**config.mk**
```make
export PLATFORM = sky130hd
export DESIGN_NAME = pc_fetch_unit
export DESIGN_NICKNAME = d
export VERILOG_FILES = /design/src/rtl/mips_pkg.sv /design/src/rtl/pc_next_mux.sv /design/src/rtl/pc_fetch_unit.sv
export SDC_FILE = /design/constraint.sdc
export NUM_CORES = 1
export LEC_CHECK = 0
export CAP_MARGIN = 30
export CORE_ASPECT_RATIO = 1.5
export CORE_MARGIN = 1.5
export CORE_UTILIZATION = 36
export DETAILED_ROUTE_END_ITERATION = 6
export PLACE_DENSITY = 0.78
export SYNTH_ARGS = -nofsm -noshare
export SYNTH_HDL_FRONTEND = slang
export SYNTH_SLANG_ARGS = --single-unit
```
**constraint.sdc**
```tcl
create_clock -name clk -period 2.2 [get_ports clk]
set_input_delay 0.55 -clock clk [delete_from_list [all_inputs] [get_ports clk]]
set_output_delay 0.55 -clock clk [all_outputs]
set_load 0.1 [all_outputs]
```
**src/rtl/mips_pkg.sv**
```systemverilog
// Shared MIPS definitions: fetch FSM state encoding and fetch-stage constants.
package mips_pkg;

    typedef enum logic [1:0] {
        ST_IDLE = 2'd0,
        ST_REQ  = 2'd1,
        ST_EXEC = 2'd2,
        ST_HALT = 2'd3
    } fetch_state_t;

    localparam logic [31:0] DEFAULT_RESET_PC = 32'h0000_0000;
    localparam logic [31:0] NOP_INSTR        = 32'h0000_0000;

    // Jump targets keep the region bits of pc_4 at these positions.
    localparam int JUMP_HI_MSB = 31;
    localparam int JUMP_HI_LSB = 28;

endpackage

```
**src/rtl/pc_next_mux.sv**
```systemverilog
// Next-PC select (jump > taken branch > sequential) and word-alignment check.
module pc_next_mux
    import mips_pkg::*;
(
    input  logic [31:0] pc_4,
    input  logic [31:0] branch_target,
    input  logic [25:0] jump_index,
    input  logic        branch,
    input  logic        zero,
    input  logic        jump,
    output logic [31:0] next_pc,
    output logic        misaligned
);

    logic [31:0] jump_pc;

    assign jump_pc = {pc_4[JUMP_HI_MSB:JUMP_HI_LSB], jump_index, 2'b00};

    // NOTE: every output of a combinational block gets a default first so no latch is inferred.
    always_comb begin
        next_pc = pc_4;
        if (jump) begin
            next_pc = jump_pc;
        end else if (branch && zero) begin
            next_pc = branch_target;
        end
    end

    assign misaligned = (next_pc[1:0] != 2'b00);

endmodule

```
**src/rtl/pc_fetch_unit.sv**
```systemverilog
// Fetch stage: PC register, instruction latch and the IDLE/REQ/EXEC/HALT handshake FSM.
module pc_fetch_unit
    import mips_pkg::*;
#(
    parameter logic [31:0] RESET_PC = DEFAULT_RESET_PC
) (
    input  logic        clk,
    input  logic        rst_n,
    input  logic        stall,
    input  logic        branch,
    input  logic        zero,
    input  logic [31:0] branch_target,
    input  logic        jump,
    input  logic [25:0] jump_index,
    output logic        imem_req,
    output logic [31:0] imem_addr,
    input  logic        imem_ready,
    input  logic [31:0] imem_rdata,
    output logic [31:0] instr,
    output logic        instr_valid,
    output logic [31:0] pc,
    output logic [31:0] pc_4,
    output logic        fetch_err
);

    fetch_state_t state, state_next;

    logic [31:0] next_pc;
    logic        misaligned;
    logic        pc_load;
    logic        instr_load;
    logic        err_set;

    assign pc_4      = pc + 32'd4;
    assign imem_addr = pc;

    // Moore outputs: decoded from state only, never from imem_ready.
    assign imem_req    = (state == ST_REQ);
    assign instr_valid = (state == ST_EXEC);

    pc_next_mux u_pc_next_mux (
        .pc_4          (pc_4),
        .branch_target (branch_target),
        .jump_index    (jump_index),
        .branch        (branch),
        .zero          (zero),
        .jump          (jump),
        .next_pc       (next_pc),
        .misaligned    (misaligned)
    );

    always_comb begin
        state_next = state;
        pc_load    = 1'b0;
        instr_load = 1'b0;
        err_set    = 1'b0;
        case (state)
            ST_IDLE: state_next = ST_REQ;
            ST_REQ: begin
                if (imem_ready) begin
                    instr_load = 1'b1;
                    state_next = ST_EXEC;
                end
            end
            ST_EXEC: begin
                if (!stall) begin
                    if (misaligned) begin
                        err_set    = 1'b1;
                        state_next = ST_HALT;
                    end else begin
                        pc_load    = 1'b1;
                        state_next = ST_REQ;
                    end
                end
            end
            ST_HALT: state_next = ST_HALT;
            default: state_next = ST_IDLE;
        endcase
    end

    // NOTE: sequential state uses non-blocking assignments so all registers sample pre-edge values.
    always_ff @(posedge clk or negedge rst_n) begin
        if (!rst_n) begin
            state     <= ST_IDLE;
            pc        <= RESET_PC;
            instr     <= NOP_INSTR;
            fetch_err <= 1'b0;
        end else begin
            state <= state_next;
            if (pc_load) begin
                pc <= next_pc;
            end
            if (instr_load) begin
                instr <= imem_rdata;
            end
            if (err_set) begin
                fetch_err <= 1'b1;
            end
        end
    end

endmodule

```
==> key figures, run 1 <==
Outcome
  • Status: complete, but fails checks
  • Failing checks: setup timing

GRT
  • Total GRT Usage: 28.1%
  • Vias in the first global route: 5134
  • Initial antenna violation count: 0
  • Total grt overflow: 0
  • Largest net degree at the start of global routing: 38
  • First-pass GRT wire length: approximately 27000 um

Timing
  • Achievable clock frequency: 366 MHz
  • Final setup violation count: 26
  • Final hold vios: 0
  • Final period util: 124%
  • Max-slew violations: 0
  • Slew Limit Headroom: 65.8%
  • Worst Tran Pin Value: just over 0.5 ns
  • Minimum clock period: 2.73 ns
  • Setup slack after layout: -0.534 ns
  • Setup Skew: 0.00507 ns
  • RSZ-0062 raised after global routing: yes

Worst setup path
  • WS Path Type: flop to primary output
  • Worst Path Arrival: 2.18 ns
  • Worst reg-to-reg path cell count: 10
  • R2R Path Start: imem_addr[2]
  • Data required, critical path: 1.65 ns
  • Worst Path Max Fanout: 8
  • Worst setup EP type: primary output
  • Critical register-to-register path endpoint: imem_addr[7]
  • Startpoint types: flop
  • Reg2Reg Setup Slack: 0.13 ns

Floorplanning
  • Die Area: between 0.01 and 0.015 mm2
  • Chip width: 90.9 um
  • Core outline area: 0.0114 mm2
  • Row count: 48
  • Io pins: 228
  • Starting Density: between 30% and 40%
  • Die Ht: 135 um

Layout
  • Diodes inserted: 0
  • Fillcell total: 645
  • Nets: roughly 830
  • Share of layout cells above drive strength 1: a little over half
  • Area growth from synthesis to layout: 119%
  • Most common cell after layout, fill and taps aside: buf_4
  • Finished Layout Cells: 891
  • Most frequent cells in the layout: 134 x buf_4, 94 x clkdlybuf4s50_1, 88 x buf_12

Synth
  • Syn. warnings: 0
  • Synth unique cells: 51
  • Netlist Area Pre-Place: 0.00417 mm2
  • Syn nets: 551
  • Synth area leaders: dfrtp_1 40%, mux2_2 8.6%, buf_4 6.5%
  • Cells after synthesis: 453
  • #FFs+latches synth: 67
  • Yosys top cell area share: 40.2%
  • Mean area per synthesized cell: 9.21 um2
  • Ys async rst share: 100%
  • Number of synthesized flops with an enable pin: 0
  • Synth Flop Type: dfrtp_1
  • Sequential element share of the synthesized area: 40.2%
  • Post-synth top area cell: dfrtp_1

Drt
  • Antenna-violating nets left: 0
  • Drt first pass iters: 5
  • Post-route DRC: 0
  • Vias/cell: about 5.4
  • Wirelength per Cell: 19.9 um
  • Routed via count: about 4800
  • Initial DRC count: 301
  • Final wirelength: between 15000 and 20000 um

Place
  • Port bufs: 227
  • Setup WS pre-CTS: -0.211 ns
  • Post-DP HPWL: approximately 13000 um
  • Dpl cells: 853
  • Gpl congestion: slightly above 0.8

CTS
  • Max Buffers Root-to-Sink: 2
  • CTS root buf: clkbuf_16
  • Clock Latency Late Sink: roughly 0.33 ns
  • Total CTS buffers: 9
  • Clock-pin transition on the worst setup and hold timing paths: around 0.060 ns
  • TritonCTS clock tree: built
  • Clk sinks: 67
  • Hold_buf cts: 0
  • Htree depth: 3

Worst hold path
  • HP Class: primary input to async pin

Job
  • Maxcap violations: 0
[synthesized netlist by cell type, types with 2 or more instances]
library cell,n
nor2b_1,4
nand2b_1,3
nor2_1,35
nor4_4,2
buf_1,5
nor3b_1,9
a21oi_1,31
inv_1,6
buf_4,36
a221oi_1,4
nand2_1,38
nand4_1,7
o21ai_0,32
o2bb2ai_1,6
o22ai_1,7
o21ai_1,4
a211oi_1,4
a41oi_1,2
buf_2,3
or3_1,2
nor3_1,8
o31a_1,8
a31oi_1,5
dfrtp_1,67
nor4_1,3
mux2_2,32
nand3_1,13
a2bb2oi_1,3
and4_2,3
clkbuf_1,15
a21o_1,2
and2_1,4
xor2_1,10
a22o_1,2
and3_2,2
and3_1,4
xnor2_1,18
[metal layers]
layer | GRT usage (%) | vias up | part of all wire (%) | wire length (um)
met1 | 28.4 | 2347 | 33 | 5850
met4 | 10.9 | 0 | 3.2 | 561
met3 | 6.98 | 45 | 7.2 | 1290
met2 | 54.4 | 250 | 57 | 10100
li1 | - | 2155 | - | -
met5 | 0 | - | 0 | 0
[worst max-delay path, cell delays in order (launching register included)]
cell,delay (ns)
dfrtp_4,0.43
ha_4,0.14
nand4_1,0.20
nor4_4,0.24
buf_12,0.17
nand4_1,0.23
xnor2_4,0.24
buf_12,0.19
[worst max path at each step]
stage,depth (start not counted),slack (ns),startpoint,to
6_report,7,-0.53,imem_addr[2],pc_4[30]
5_1_grt,7,-0.62,imem_addr[2],pc_4[30]
3_5_place_dp,7,-0.21,zero,imem_addr[21]
3_3_place_gp,7,-0.18,branch,imem_addr[21]
2_1_floorplan,5,-0.82,imem_addr[2],pc_4[30]
4_1_cts,7,-0.49,imem_addr[2],pc_4[30]
[registers in the layout (all words and copies together) (netlist names)]
signal     flops
imem_addr     32
instr         32
fetch_err      1
state          2
[metrics by stage]
stage | area [um2] | setup TNS (ns) | utilization (%) | hold slack [ns]
after global routing | 9120 | -11.63 | 79.9 | 0.203
after floorplan | 4920 | -14.41 | - | 0.254
after global placement | 8390 | -2.61 | 73.5 | 0.447
after CTS | 9030 | -9.81 | 79.2 | 0.192
after detailed placement | 8390 | -4.42 | 73.5 | 0.473
final | 9120 | -10.01 | 79.9 | 0.174
[cell families after synthesis]
kind of cell             Yosys count  share of synthesized area [%]
multiplexers                      32                           8.64
flip-flops                        67                           40.2
XOR/XNOR                          28                           5.88
AO/OA/AOI/OAI                    115                           17.2
AND/OR/NAND/NOR                  143                           18.2
buffers and inverters             67                           9.56
adder cells (fa/ha/maj)            1                          0.300
[what timing repair did]
| action | in CTS | in global routing |
|---|---|---|
| buffers inserted | 20 | 8 |
| pin swaps | 22 | 11 |
| gates resized for setup | 44 | 16 |
| endpoints found under the setup margin | 26 | 29 |
[area by class of cell]
type	count	area (um2)	area share (%)
Tap cell	150	188	2.06
Clock buffer	9	225	2.47
Multi-Input combinational cell	319	2920	32.0
Clock inverter	7	76.3	0.837
Timing Repair Buffer	333	3910	42.8
Inverter	6	22.5	0.247
Sequential cell	67	1780	19.5
Power of run 1 is not shown: default switching activity piles up to over one toggle a cycle in this logic, so the estimate is an artifact.
==> inputs of run 2 (changes only) <==
ABC_CLOCK_PERIOD_IN_PS = 2200   (was default)
==> results of run 2 <==
Same layout as run 1: the final DEF is identical, and so are final timing and power.
Power of run 2 is left out for the same reason.
==> inputs of run 3 (changes only) <==
HOLD_SLACK_MARGIN = 0.12   (was default)
==> results of run 3 <==
Same layout as run 1: the final DEF is identical, and so are final timing and power.
Power of run 3 is left out for the same reason.
